[src/rtl/seq_divider_if.sv]
`default_nettype none
// ============================================================================
// Module   : seq_divider_if
// Brief    : Request/result bundle between the op decoder and seq_divider.
// Revision : 1.0  initial release
// ============================================================================
interface seq_divider_if #(
  parameter int WIDTH = 4
);
  logic             start;
  logic [WIDTH-1:0] dividend;
  logic [WIDTH-1:0] divisor;
  logic             busy;
  logic             done;
  logic [WIDTH-1:0] quotient;
  logic [WIDTH-1:0] remainder;
  logic             div_by_zero;

  modport master (
    output start, dividend, divisor,
    input  busy, done, quotient, remainder, div_by_zero
  );

  modport slave (
    input  start, dividend, divisor,
    output busy, done, quotient, remainder, div_by_zero
  );
endinterface
`default_nettype wire

[src/rtl/seq_divider.sv]
`default_nettype none
// ============================================================================
// Module   : seq_divider
// Brief    : Multi-cycle restoring shift-subtract divider, one quotient bit per
//            clock, MSB first. Define SEQ_DIV_SIGNED_EN for two's-complement.
// Revision : 1.0  initial release
// ============================================================================
module seq_divider #(
  parameter int WIDTH = 4
) (
  input  wire logic     clk,
  input  wire logic     rst,
  seq_divider_if.slave  bus
);

  localparam int              CW         = $clog2(WIDTH) + 1;
  localparam logic [1:0]      c_st_idle  = 2'd0;
  localparam logic [1:0]      c_st_calc  = 2'd1;
  localparam logic [1:0]      c_st_done  = 2'd2;
  localparam logic [CW-1:0]   c_last     = CW'(WIDTH - 1);

  logic [1:0]       r_state;
  logic [1:0]       w_next_state;
  logic [CW-1:0]    r_cnt;
  logic [WIDTH-1:0] r_q;
  logic [WIDTH-1:0] r_r;
  logic [WIDTH-1:0] r_d;
  logic [WIDTH-1:0] r_quotient;
  logic [WIDTH-1:0] r_remainder;
  logic             r_div_by_zero;

  logic             w_accept;
  logic             w_dz;
  logic [WIDTH-1:0] w_n_mag;
  logic [WIDTH-1:0] w_d_mag;
  logic [WIDTH:0]   w_trial;
  logic             w_ge;
  logic [WIDTH-1:0] w_r_next;
  logic [WIDTH-1:0] w_q_next;
  logic [WIDTH-1:0] w_q_fix;
  logic [WIDTH-1:0] w_r_fix;

  // Start is only honoured outside CALC, which also covers the DONE re-accept.
  assign w_accept = bus.start && (r_state != c_st_calc);
  assign w_dz     = (bus.divisor == '0);

`ifdef SEQ_DIV_SIGNED_EN
  logic r_neg_q;
  logic r_neg_r;

  assign w_n_mag = bus.dividend[WIDTH-1] ? -bus.dividend : bus.dividend;
  assign w_d_mag = bus.divisor[WIDTH-1]  ? -bus.divisor  : bus.divisor;
  assign w_q_fix = r_neg_q ? -w_q_next : w_q_next;
  assign w_r_fix = r_neg_r ? -w_r_next : w_r_next;

  always_ff @(posedge clk or posedge rst) begin
    if (rst) begin
      r_neg_q <= 1'b0;
      r_neg_r <= 1'b0;
    end else if (w_accept && !w_dz) begin
      r_neg_q <= bus.dividend[WIDTH-1] ^ bus.divisor[WIDTH-1];
      r_neg_r <= bus.dividend[WIDTH-1];
    end
  end
`else
  assign w_n_mag = bus.dividend;
  assign w_d_mag = bus.divisor;
  assign w_q_fix = w_q_next;
  assign w_r_fix = w_r_next;
`endif

  // Partial remainder stays below the divisor, so WIDTH bits hold it between steps.
  assign w_trial  = {r_r, r_q[WIDTH-1]};
  assign w_ge     = (w_trial >= {1'b0, r_d});
  assign w_r_next = WIDTH'(w_ge ? (w_trial - {1'b0, r_d}) : w_trial);
  assign w_q_next = {r_q[WIDTH-2:0], w_ge};

  always_ff @(posedge clk or posedge rst) begin
    if (rst) r_state <= c_st_idle;
    else     r_state <= w_next_state;
  end

  always_comb begin
    w_next_state = r_state;
    case (r_state)
      c_st_calc: if (r_cnt == c_last) w_next_state = c_st_done;
      default: begin
        if (bus.start) w_next_state = w_dz ? c_st_done : c_st_calc;
        else           w_next_state = c_st_idle;
      end
    endcase
  end

  always_comb begin
    bus.busy = 1'b0;
    bus.done = 1'b0;
    case (r_state)
      c_st_calc: bus.busy = 1'b1;
      c_st_done: bus.done = 1'b1;
      default: ;
    endcase
  end

  always_ff @(posedge clk or posedge rst) begin
    if (rst) begin
      r_cnt         <= '0;
      r_q           <= '0;
      r_r           <= '0;
      r_d           <= '0;
      r_quotient    <= '0;
      r_remainder   <= '0;
      r_div_by_zero <= 1'b0;
    end else if (w_accept) begin
      if (w_dz) begin
        r_quotient    <= '1;
        r_remainder   <= bus.dividend;
        r_div_by_zero <= 1'b1;
      end else begin
        r_q           <= w_n_mag;
        r_r           <= '0;
        r_d           <= w_d_mag;
        r_cnt         <= '0;
        r_div_by_zero <= 1'b0;
      end
    end else if (r_state == c_st_calc) begin
      r_q   <= w_q_next;
      r_r   <= w_r_next;
      r_cnt <= r_cnt + 1'b1;
      if (r_cnt == c_last) begin
        r_quotient  <= w_q_fix;
        r_remainder <= w_r_fix;
      end
    end
  end

  assign bus.quotient    = r_quotient;
  assign bus.remainder   = r_remainder;
  assign bus.div_by_zero = r_div_by_zero;

endmodule
`default_nettype wire
[src/flat_wrapper.sv]
// flat-port wrapper written by rule: the top's interface ports become plain ports
module seq_divider_flat 
#(
  parameter int WIDTH = 4
)
  (clk, rst, bus_start, bus_dividend, bus_divisor, bus_busy, bus_done, bus_quotient, bus_remainder, bus_div_by_zero);
  seq_divider_if #(.WIDTH(WIDTH)) bus_i ();
  input  wire logic clk;
  input  wire logic rst;
  input wire logic [$bits(bus_i.start)-1:0] bus_start;
  input wire logic [$bits(bus_i.dividend)-1:0] bus_dividend;
  input wire logic [$bits(bus_i.divisor)-1:0] bus_divisor;
  output wire logic [$bits(bus_i.busy)-1:0] bus_busy;
  output wire logic [$bits(bus_i.done)-1:0] bus_done;
  output wire logic [$bits(bus_i.quotient)-1:0] bus_quotient;
  output wire logic [$bits(bus_i.remainder)-1:0] bus_remainder;
  output wire logic [$bits(bus_i.div_by_zero)-1:0] bus_div_by_zero;
  assign bus_i.start = bus_start;
  assign bus_i.dividend = bus_dividend;
  assign bus_i.divisor = bus_divisor;
  assign bus_busy = bus_i.busy;
  assign bus_done = bus_i.done;
  assign bus_quotient = bus_i.quotient;
  assign bus_remainder = bus_i.remainder;
  assign bus_div_by_zero = bus_i.div_by_zero;
  seq_divider #(.WIDTH(WIDTH)) u_core (.clk(clk), .rst(rst), .bus(bus_i));
endmodule
[config.mk]
export PLATFORM = sky130hd
export DESIGN_NAME = seq_divider_flat
export DESIGN_NICKNAME = d
export VERILOG_FILES = /design/src/rtl/seq_divider_if.sv /design/src/rtl/seq_divider.sv /design/src/flat_wrapper.sv
export SDC_FILE = /design/constraint.sdc
export NUM_CORES = 1
export LEC_CHECK = 0
export CAP_MARGIN = 0
export CORE_ASPECT_RATIO = 1.5
export CORE_MARGIN = 5
export CORE_UTILIZATION = 35
export CTS_CLUSTER_SIZE = 28
export DETAILED_ROUTE_END_ITERATION = 12
export PLACE_DENSITY = 0.54
export SYNTH_ARGS = -nofsm -noshare
export SYNTH_HDL_FRONTEND = slang
export SYNTH_SLANG_ARGS = --single-unit
[constraint.sdc]
create_clock -name clk -period 2.21 [get_ports clk]
set_clock_uncertainty 0.05 [all_clocks]
set_input_delay 0.663 -clock clk [delete_from_list [all_inputs] [get_ports clk]]
set_output_delay 0.663 -clock clk [all_outputs]
set_load 0.05 [all_outputs]
==> summary.md <==
The region available for standard cell placement spans 0.003615 sq mm. IR analysis of the VDD net gives a maximum drop of 1046 uV. The run gives 3 as the total CTS buffers. The sequential group share of total power is 0.282. The buffer depth of the longest clock path is 2. sky130_fd_sc_hd__dfrtp_1 takes more of the synthesized area than any other cell.

The mean area per synthesized cell is 10.41 sq um, and the number of max-slew violations in the final report is 0. Root buffer selected by CTS: sky130_fd_sc_hd__clkbuf_8. The cell count after synthesis came out at 124. Capturing element type of the critical path: a flop. The worst register-to-register path begins at u_core.r_d[3]. CTS saw 26 sinks. The analysis attributes to net switching a power of 1.339 mW.

The share of synthesized area occupied by flip-flops and latches is 0.5039. TritonCTS built the clock tree. The height of the die is 84.39 microns. The startpoint identified for the worst hold timing path is u_core.bus.quotient[3]. In the post-route analysis, the smallest setup slack over all paths is 0.1037 ns. The number of detailed-route iterations in the first pass came out at 4.

For the global-route usage over all layers, the log shows 0.1297. The via count of the first global-routing pass was 1052. Of all nets on the critical path, the largest fanout is 11. The unique cell type count in the Yosys netlist came out at 30. Once detailed placement completed, the half-perimeter wirelength came to 2260 microns. The global placement routability congestion is 0.8744, and the fraction of layout cells with a size suffix above 1 is 0.2405. The logs give 1 for the number of H-tree levels and 0 for the number of violations of the max-capacitance limit. In the final routed layout, each cell accounts on average for 14.51 microns. When the netlist entered floorplanning its net count stood at 142. Gates resized during post-CTS repair numbered 0.

The logs give 0 for the remaining routing DRC violations and 1019 for the number of vias after detailed routing. In this run the remaining antenna-violating nets after routing total 0. The setup path with the least slack is of type primary input to flop. At the worst endpoint, the arrival time is 2.25 ns. In this run the critical register-to-register path is captured at u_core.r_r[2].

The source of the critical timing path is bus_divisor[0]. The initialized floorplan defines 27 standard-cell rows. The floorplan step set the die width to 59.60 microns. Following the worst setup path forward leads to its endpoint at u_core.r_cnt[2]. The library cells used most frequently in the layout, excluding fill and tap cells, are 26 x sky130_fd_sc_hd__dfrtp_1, 22 x sky130_fd_sc_hd__buf_4, 18 x sky130_fd_sc_hd__nand2_1. The final number of hold-violating endpoints came out at 0. For the fraction of power consumed by the clock network, the log shows 0.129. The clock latency reported for the late side of the worst-skew pair was 0.27 ns. The wire length reported by the detailed router was 2917 microns; the worst-case reg-to-reg path depth was 7. After global routing the overflow that remains totals 0.

The share of Yosys cell area claimed by the top area cell type was 0.5039. The commonest non-fill, non-tap cell in the layout is sky130_fd_sc_hd__dfrtp_1. The leakage dissipation came out at 0.7815 nW. The kind of path behind the tightest hold check was flop to flop. Post-synthesis sequential element count: 26. Yosys attributes the largest share of cell area to sky130_fd_sc_hd__dfrtp_1 50%, sky130_fd_sc_hd__ha_1 5.8%, sky130_fd_sc_hd__nand2_1 5.2%, sky130_fd_sc_hd__o21ai_0 3.9%, sky130_fd_sc_hd__o22a_1 3.4%. The final period utilization is 0.9531. The tools report the pin count of the biggest net entering global routing as 27. Dividing the detail-routed via count by the number of cells gives 5.070. The filler cells instantiated in the layout total 348. In this run the count of I/O pins placed on the die edge is 22.

In the final layout, the multi-input gates occupy 575.6 sq um. The clock period minus worst slack is 2.106 ns, and the wire length of the first global-routing pass is 5037 microns. Worst reg-to-reg setup slack: 0.23 ns. Setup repair after global routing left no endpoint under its margin. The logs give 1.692 mW for the internal power of the cells and 0.001291 sq mm for the netlist area before placement. For the effective utilization at floorplan, the log shows 0.3572.

The number of DRC violations after detailed-routing iteration 0 came out at 28. The transition at the pin with the smallest max-transition slack was 0.3592 ns. The tools report the total of warnings raised by yosys as 0. The tools report the worst-case headroom to the max-slew limit as 0.7589. In the final layout, flip-flops and latches occupy 650.6 sq um. The net count of the finished layout is 177. For this design the ratio of total power to cell area is 1793 mW/mm^2. 0 antenna diodes ended up in the layout. For this run, the top clock speed supported by timing is 0.4748 GHz. Clock-pin slew was measured on the worst setup and hold paths at 0.09 ns. In this run the tool buffered the top-level ports with 21 buffer cells.

The die covers 0.005029 sq mm. Switching part of the total: 0.4418. OpenSTA, run right after detailed placement, puts the worst setup slack at -0.2457 ns.

At the worst endpoint, the required time is 2.35 ns. The overall power after layout came out at 3.030 mW. The layout overhead on the synthesized area came out at 30.91%. The run finished with clean final reports. The logs give 0.589 for the portion of total power attributed to combinational logic and 0 for the count of endpoints failing setup in the final report.

STA classifies the critical path startpoint as a primary input. The initial antenna violation count was 0.
layout make-up:
type                            instances  share of cell area
Clock buffer                            3             0.02443
Clock inverter                          1             0.01776
Inverter                                9             0.01999
Multi-Input combinational cell         85              0.3405
Sequential cell                        26              0.3849
Tap cell                               43             0.03183
Timing Repair Buffer                   34              0.1806
flip-flops by register name, indices dropped and copies added (netlist names):
register,count
u_core.r_r,4
u_core.bus.quotient,4
u_core.r_cnt,3
u_core.bus.div_by_zero,1
u_core.r_d,4
u_core.r_q,4
u_core.bus.remainder,4
u_core.r_state,2
synth_stat cells (all sizes together):
cell type / n
a21o: 4
fa: 1
o21ai: 12
and2: 2
o22a: 5
nor4: 1
a31oi: 3
nand2b: 1
dfrtp: 26
xnor2: 2
buf: 3
ha: 6
or4: 1
a22o: 5
a21oi: 7
nor2: 6
o211ai: 2
inv: 9
clkbuf: 1
nand3: 4
nand2: 18
a21bo: 1
mux2i: 1
a31o: 1
nor2b: 2
through the flow:
stage          TNS, ns  instance area (sq um)  hold WS (ns)    util  std cells
2_1_floorplan        0                   1291        0.3984       -        124
3_3_place_gp    -3.215                   1604        0.4224  0.4438        195
3_5_place_dp    -3.306                   1604        0.4294  0.4438        195
4_1_cts              0                   1675        0.4519  0.4635        199
5_1_grt              0                   1690        0.4852  0.4676        201
6_report             0                   1690        0.4504  0.4676        201
routing by layer:
layer / track usage / vias up / share of wire
met5: 0 / - / 0
met4: 0.04435 / 0 / 0.018
met3: 0.01846 / 5 / 0.015
met2: 0.2109 / 12 / 0.51
met1: 0.1728 / 498 / 0.46
li1: - / 504 / -
kinds of logic after synthesis:
kind of cell	Yosys count	share of synthesized area
AO/OA/AOI/OAI	40	0.2277
AND/OR/NAND/NOR	35	0.1231
flip-flops	26	0.5039
buffers and inverters	13	0.05038
adder cells (fa/ha/maj)	7	0.07364
XOR/XNOR	2	0.01357
multiplexers	1	0.007752
power groups by stage:
stage               clock network [mW]  logic [mW]  registers (mW)
detailed placement                   0        1.78           0.867
CTS                              0.405        1.79           0.857
global route                     0.423        1.97           0.889
floorplan                            0        1.04            1.09
finish                           0.392        1.78           0.853
global placement                     0        1.75           0.857
worst max-delay path, cell delays in order:
cell,delay [ns]
sky130_fd_sc_hd__clkdlybuf4s50_1,0.41
sky130_fd_sc_hd__or4_4,0.59
sky130_fd_sc_hd__a21oi_4,0.28
sky130_fd_sc_hd__buf_4,0.18
sky130_fd_sc_hd__nand2_1,0.05
sky130_fd_sc_hd__o21ai_0,0.07
worst min-delay path by stage:
stage	end	cells past startpoint	slack [ns]
2_1_floorplan	u_core.r_cnt[2]	2	0.40
3_3_place_gp	u_core.r_cnt[2]	2	0.42
3_5_place_dp	u_core.bus.quotient[3]	1	0.43
4_1_cts	u_core.bus.quotient[3]	1	0.45
5_1_grt	u_core.bus.quotient[3]	1	0.49
6_report	u_core.bus.quotient[3]	1	0.45
repair_timing:
action / CTS / global route
buffers inserted: 0 / 2
setup endpoints to repair: 0 / 5
hold buffers: 0 / 0
hold endpoints to repair: 0 / 0
No activity file was read; power rests on OpenSTA's default activity.
